`config.mk`:
```
export PLATFORM = sky130hd
export DESIGN_NAME = instr_fetch_unit
export DESIGN_NICKNAME = d
export VERILOG_FILES = /design/src/rtl/instr_fetch_unit.sv
export SDC_FILE = /design/constraint.sdc
export NUM_CORES = 1
export LEC_CHECK = 0
export CELL_PAD_IN_SITES_DETAIL_PLACEMENT = 1
export CELL_PAD_IN_SITES_GLOBAL_PLACEMENT = 2
export CORE_AREA = 4 4 190 192
export DETAILED_ROUTE_END_ITERATION = 8
export DIE_AREA = 0 0 194 196
export HOLD_SLACK_MARGIN = 0.05
export PLACE_DENSITY = 0.88
export SETUP_SLACK_MARGIN = 0.3
export SYNTH_ARGS = -nofsm -noshare
export SYNTH_HDL_FRONTEND = slang
export SYNTH_SLANG_ARGS = --single-unit
```
`constraint.sdc`:
```
create_clock -name clk -period 4.8 [get_ports clk]
set_input_delay 0.72 -clock clk [delete_from_list [all_inputs] [get_ports clk]]
set_output_delay 0.72 -clock clk [all_outputs]
set_load 0.01 [all_outputs]
```
`src/rtl/instr_fetch_unit.sv`:
```
// RV32I fetch stage: PC owner, imem req/gnt/rvalid master, prefetch FIFO.
// Redirects on a taken branch and discards in-flight old-path responses.
module instr_fetch_unit #(
    parameter logic [31:0] RESET_PC   = 32'h0000_0000,
    parameter int unsigned FIFO_DEPTH = 4
) (
    input  logic        clk,
    input  logic        rst_n,
    output logic        imem_req,
    output logic [31:0] imem_addr,
    input  logic        imem_gnt,
    input  logic        imem_rvalid,
    input  logic [31:0] imem_rdata,
    input  logic        stall,
    input  logic        PCSrc,
    input  logic [31:0] branch_target,
    output logic        instr_valid,
    output logic [31:0] instr,
    output logic [31:0] instr_pc,
    output logic [6:0]  OP,
    output logic [2:0]  funct3,
    output logic        funct7,
    output logic        misalign
);

    localparam int unsigned CW   = $clog2(FIFO_DEPTH + 1);
    localparam int unsigned PW   = $clog2(FIFO_DEPTH);
    localparam logic [CW:0] CAP  = (CW + 1)'(FIFO_DEPTH);
    localparam logic [PW-1:0] LAST = PW'(FIFO_DEPTH - 1);
    localparam logic [31:0] NOP  = 32'h0000_0013;

    typedef enum logic [1:0] {
        S_BOOT,
        S_RUN,
        S_DRAIN
    } state_t;

    state_t        state_q;
    logic [31:0]   fetch_pc_q, fetch_pc_d;
    logic [31:0]   resp_pc_q, resp_pc_d;
    logic [CW-1:0] out_q, out_d;
    logic [CW-1:0] disc_q, disc_d;
    logic [CW-1:0] cnt_q, cnt_d;
    logic [PW-1:0] rd_q, rd_d;
    logic [PW-1:0] wr_q, wr_d;
    logic          misalign_q;
    logic [31:0]   data_q [FIFO_DEPTH];
    logic [31:0]   pc_q   [FIFO_DEPTH];

    logic          grant, resp, head_valid;
    logic          consume, redirect, push, pop;
    logic [CW:0]   used;

    function automatic logic [PW-1:0] inc_ptr(input logic [PW-1:0] p);
        return (p == LAST) ? '0 : p + 1'b1;
    endfunction

    // Issue cap counts FIFO entries plus in-flight reads, so no overflow
    assign used       = {1'b0, cnt_q} + {1'b0, out_q};
    assign imem_req   = (state_q != S_BOOT) && (used < CAP);
    assign imem_addr  = fetch_pc_q;
    assign grant      = imem_req && imem_gnt;
    assign resp       = imem_rvalid && (out_q != '0);
    assign head_valid = (cnt_q != '0);
    assign consume    = head_valid && !stall;
    assign redirect   = consume && PCSrc;
    assign push       = resp && (disc_q == '0) && !redirect;
    assign pop        = consume && !redirect;

    always_comb begin
        out_d      = out_q + CW'(grant) - CW'(resp);
        fetch_pc_d = fetch_pc_q;
        resp_pc_d  = resp_pc_q;
        disc_d     = disc_q;
        cnt_d      = cnt_q;
        rd_d       = rd_q;
        wr_d       = wr_q;
        if (grant) begin
            fetch_pc_d = fetch_pc_q + 32'd4;
        end
        if (redirect) begin
            // Everything still in flight after this cycle is old-path
            fetch_pc_d = {branch_target[31:2], 2'b00};
            resp_pc_d  = {branch_target[31:2], 2'b00};
            disc_d     = out_d;
            cnt_d      = '0;
            rd_d       = '0;
            wr_d       = '0;
        end else begin
            if (resp && (disc_q != '0)) begin
                disc_d = disc_q - 1'b1;
            end
            if (push) begin
                resp_pc_d = resp_pc_q + 32'd4;
                wr_d      = inc_ptr(wr_q);
            end
            if (pop) begin
                rd_d = inc_ptr(rd_q);
            end
            cnt_d = cnt_q + CW'(push) - CW'(pop);
        end
    end

    always_ff @(posedge clk or negedge rst_n) begin
        if (!rst_n) begin
            state_q    <= S_BOOT;
            fetch_pc_q <= RESET_PC;
            resp_pc_q  <= RESET_PC;
            out_q      <= '0;
            disc_q     <= '0;
            cnt_q      <= '0;
            rd_q       <= '0;
            wr_q       <= '0;
            misalign_q <= 1'b0;
        end else begin
            unique case (state_q)
                S_BOOT:  state_q <= S_RUN;
                default: state_q <= (disc_d != '0) ? S_DRAIN : S_RUN;
            endcase
            fetch_pc_q <= fetch_pc_d;
            resp_pc_q  <= resp_pc_d;
            out_q      <= out_d;
            disc_q     <= disc_d;
            cnt_q      <= cnt_d;
            rd_q       <= rd_d;
            wr_q       <= wr_d;
            misalign_q <= redirect && (branch_target[1:0] != 2'b00);
        end
    end

    always_ff @(posedge clk) begin
        if (push) begin
            data_q[wr_q] <= imem_rdata;
            pc_q[wr_q]   <= resp_pc_q;
        end
    end

    assign instr_valid = head_valid;
    assign instr       = head_valid ? data_q[rd_q] : NOP;
    assign instr_pc    = head_valid ? pc_q[rd_q] : '0;
    assign OP          = instr[6:0];
    assign funct3      = instr[14:12];
    assign funct7      = instr[30];
    assign misalign    = misalign_q;

endmodule

```
* Word level (Yosys, flattened, before mapping)
Memory sizes are Yosys's and may differ from the RTL's.
Cells that the tools add are included.
** Word-level totals
- Register bits :: 80
- Bits in latches :: 0
- RAM bits :: 256
- Bits in read-only memories :: 0
- Output and inout bits :: 110
- Memories kept :: 2
** Cells by class
- Add/subtract/negate cells :: 10
- Multipliers :: 0
- Divide/modulo/power cells :: 0
- Order comparisons :: 1
- Equal/unequal tests :: 2
- Shifts and indexed selects :: 0
- Muxes and demuxes :: 19
- Bitwise gates (word level) :: 0
- Reduce and logical (&&, ||, !) cells :: 23
** Memory list
- data_q :: depth 4, bits a word 32, rd ports 1, clocked after memory_dff 0, write ports 1, RTL line 47 : logic [31:0] data_q [FIFO_DEPTH];
- pc_q :: depth 4, bits a word 32, rd ports 1, clocked after memory_dff 0, write ports 1, RTL line 48 : logic [31:0] pc_q [FIFO_DEPTH];
** Operator list (number)
- $mux W32 :: 6
- $add A32 B3 Y32 const B :: 2
- $mux W2 :: 8
- $reduce_bool A3 Y1 :: 4
- $logic_and A1 B1 Y1 :: 10
- $reduce_bool A2 Y1 :: 5
- $mux W3 :: 3
- $add A3 B1 Y3 :: 2
- $sub A3 B1 Y3 :: 2
- $add A2 B1 Y2 const B :: 2
- $add A3 B3 Y4 :: 1
- $eq A2 B2 Y1 const B :: 2
- $lt A4 B3 Y1 const B :: 1
- $logic_not A3 Y1 :: 1
- $sub A3 B1 Y3 const B :: 1
- $logic_not A1 Y1 :: 2
- $logic_not A2 Y1 :: 1
- $mux W1 :: 2

* Depth between registers and ports, before layout
- Word-level depth :: 10
- Mapped depth :: 14

* Least setup slack after synthesis
No wires, ideal clock.
- Path type :: flip-flop to flip-flop
- From :: register cnt_q[1]
- To :: memory data_q[0][0], enable pin
- Setup time :: 427 ps
- Data arrival time :: 3048 ps
- Data required time :: 4373 ps
- Slack :: 1326 ps
- Cell stages (with the launch flop) :: 6
- Path buffers :: 1
- Clock period less this slack :: 3474 ps
- Cells stage by stage :: dfrtp_1 nor3_1 inv_1 nand2_1 clkbuf_1 and3_1
** On the way
- Cells in the longest elaborated chain, start to end :: 7
** Ends and longest elaborated chain
- start, declared :: RTL line 43 : logic [CW-1:0] cnt_q, cnt_d;
- start signal, assigned :: RTL line 124 : cnt_q <= cnt_d;
- $reduce_bool A3 Y1 :: RTL line 64 : assign head_valid = (cnt_q != '0);
- $logic_and A1 B1 Y1 :: RTL line 65 : assign consume = head_valid && !stall;
- $logic_and A1 B1 Y1 :: RTL line 66 : assign redirect = consume && PCSrc;
- $logic_not A1 Y1 :: RTL line 67 : assign push = resp && (disc_q == '0) && !redirect;
- $logic_and A1 B1 Y1 :: RTL line 67
- $mux W1 :: RTL line 132 : if (push) begin
- $mux W1 (implied by the code) :: RTL line 133 : data_q[wr_q] <= imem_rdata;
- end, declared :: RTL line 47
No other way between the ends.

* Final worst setup path
- From :: register cnt_q[1]
- To :: output funct7
** On the way
- Cells in the longest elaborated chain, start to end :: 2
** Ends and longest elaborated chain
- $reduce_bool A3 Y1 :: RTL line 64
- $mux W32 :: RTL line 139 : assign instr = head_valid ? data_q[rd_q] : NOP;
- end, declared :: RTL line 22 : output logic funct7,
No other way between the ends.

==> flow_metrics.tcl <==
set metrics [dict create \
    post_cts_buffers 0 \
    ys_ff_latch 324 \
    die_h_um 196 \
    drtAntennaViolNets 0 \
    synth_top_area_cell "edfxtp_1" \
    clkLatencyLatePin_ps 500 \
    start_util_pct 39.7 \
    yosys_warnings 0 \
    wl_per_cell_um 21.0 \
    switching_share_pct 31.9 \
    syn_avg_cell_area_um2 15.7 \
    crit_arrival_ps 2940 \
    max_freq_ghz 0.273 \
    ctsHoldBuffers 0 \
    cts_resized 0 \
    slew_violations 0 \
    io_buffers 175 \
    pwr-share-comb_pct 34.5 \
    clock_skew_ps 15.1 \
    slowest_stage "inv_1" \
    clkTransAtPathRegs_ps 60 \
    rows 68 \
    die_w_um 194 \
    p_leak_uw 0.00571 \
    pre_cts_ws_ps 1320 \
    fillers 3352 \
    rsz0062_at_grt "false" \
    gp_congestion 0.744 \
    finalWirelength_um 31900 \
    drive_above_1_share_pct 13.4 \
    areaGrowthSynthToFinish_pct 24.7 \
    finalCritPeriodShare_pct 76.3 \
    fin_ws_ps 1140 \
    yosysMostFrequentCell "edfxtp_1" \
    ys.flop_type "edfxtp_1" \
    htreeDepth 2 \
    dpl.hpwl_um 21100 \
    overflow 0 \
    crit_type "reg -> out" \
    period_minus_slack_ps 3660 \
    tightest_slew_ps 1040 \
    synthArstFlopShare_pct 23.5 \
    max_slew_margin_pct 30.2 \
    antenna_found_initial 0 \
    irDropWorstVdd_v 0.000298 \
    cp_slowest_stage_delay_ps 720 \
    drtPass1Iterations 5 \
    outcome "complete, no violations" \
    syn_area_um2 13600 \
    layout.nets 1130 \
    ios 180 \
    viasPerCell 5.25 \
    crit_path_end_kind "primary output" \
    vias 7986 \
    grt_pass1_vias 8671 \
    crit_required_ps 4080 \
    setup.worst_path.start_class "flip-flop" \
    grt_start_max_net_pins 95 \
    drt_iter0_markers 478 \
    cts.sinks 324 \
    cts_root_buf "clkbuf_16" \
    p_per_area_nw_per_um2 615 \
    power.switching_uw 3330 \
    multiInputGateArea_um2 3950 \
    cp_max_fo 36 \
    ys_top_cells_by_area "edfxtp_1 (55%), dfrtp_1 (14%), mux4_2 (10%)" \
    synth_top_area_share_pct 54.6 \
    core_region_area_um2 34400 \
    cts-buffers-inserted 35 \
    regArea_um2 9350 \
    hold_viol 0 \
    die_area_um2 38000 \
    ys_top_cells_by_count "edfxtp_1 (248), dfrtp_1 (76), and2_1 (64)" \
    grt.total_usage_pct 16.7 \
    hp-class "in -> async" \
    grt_pass1_wl_um 50500 \
    tns_ps 0 \
    clkPwrFrac_pct 25.0 \
    synth_seq_area_share_pct 68.6 \
    cap_violations 0 \
    cts_buffer_depth 3 \
    drc 0 \
    cts_tree "yes" \
    pwr-share-seq_pct 40.5 \
    antennaDiodeCount 0 \
    synth_cell_types 45 \
    synth_edf_count 248 \
    netlist_instances 866 \
    layout.cells.non_filler 1521 \
    p_int_uw 7120 \
    worstPathCellList "nor3_1 -> inv_1 -> buf_4 -> and2_1 -> clkdlybuf4s50_1" \
    setup_viol 0 \
    placed_cells 1461 \
]
registers in the layout, indices dropped and copies added (netlist names):
signal and flops:
data_q 128, pc_q 120, imem_addr 30, resp_pc_q 30, cnt_q 3, disc_q 3, out_q 3, rd_q 2
state_q 2, wr_q 2, misalign 1
through the flow:
stage | util, % | total power, uW | hold slack, ps | cell area [um^2]
4_1_cts | 49.4 | 10600 | 290 | 17000
6_report | 49.4 | 10400 | 286 | 17000
2_1_floorplan | - | 6150 | 424 | 13600
5_1_grt | 49.4 | 11100 | 323 | 17000
3_3_place_gp | 46.2 | 7830 | 474 | 15900
3_5_place_dp | 46.2 | 7950 | 482 | 15900
path summary, 6_finish.rpt:
check | from | to | slack [ps] | cells past startpoint
setup / recovery | cnt_q[1] | funct7 | 1140 | 5
hold / removal | rst_n | imem_addr[19] | 290 | 1
setup reg to reg | out_q[2] | state_q[1] | 1480 | 12
hold reg to reg | state_q[1] | state_q[0] | 490 | 1
max in group asynchronous | rst_n | imem_addr[27] | 3690 | 2
min in group clk | state_q[1] | state_q[0] | 490 | 1
critical path, delay by kind of cell (launching register included):
family,cells,cell delay (ps)
buf+inv,3,1670
flops,1,440
simple gates,2,300
layout by cell type, fill, tap and decap left out, types with 10 or more instances in the layout:
cell	Yosys	routed
o21ai_0	10	10
dfrtp_1	76	74
a31oi_1	10	10
edfxtp_1	248	248
xnor2_1	15	15
xor2_1	40	40
nand3_1	28	28
nor3_1	10	10
a21oi_1	54	54
and2_1	64	64
nor2_1	50	50
nand4_1	28	28
clkbuf_16	0	35
mux4_2	62	62
clkdlybuf4s50_1	0	174
nand2_1	26	25
inv_1	21	21
ha_1	15	15
buf_4	15	11
routing by layer:
layer | vias to the layer above | wire (um) | global-route usage [%]
li1 | 3619 | - | -
met1 | 4122 | 14600 | 23.6
met2 | 201 | 15200 | 27.7
met3 | 44 | 1450 | 2.63
met4 | 0 | 542 | 3.78
met5 | - | 0 | 0
area by class of cell:
| type | instances | share of cell area, % |
|---|---|---|
| clock inverters | 15 | 1.05 |
| multi-input cells | 470 | 23.2 |
| clock buffers | 45 | 5.49 |
| well taps | 455 | 3.35 |
| flip-flops and latches | 324 | 55.0 |
| inverters | 22 | 0.501 |
| repair buffers | 190 | 11.3 |
power groups by stage:
stage          clock network, uW  logic (uW)  registers, uW
2_1_floorplan                  0        2080           4070
3_3_place_gp                   0        3600           4230
3_5_place_dp                   0        3670           4280
4_1_cts                     2680        3680           4240
5_1_grt                     2810        3930           4330
6_report                    2610        3610           4230
kinds of logic after synthesis:
family	synth area share, %
buffers and inverters	2.61
adder cells (fa/ha/maj)	1.67
flip-flops	68.6
XOR/XNOR	3.53
other	0.0275
AND/OR/NAND/NOR	10.1
AO/OA/AOI/OAI	3.10
multiplexers	10.3
(Power assumes the default switching activity.)
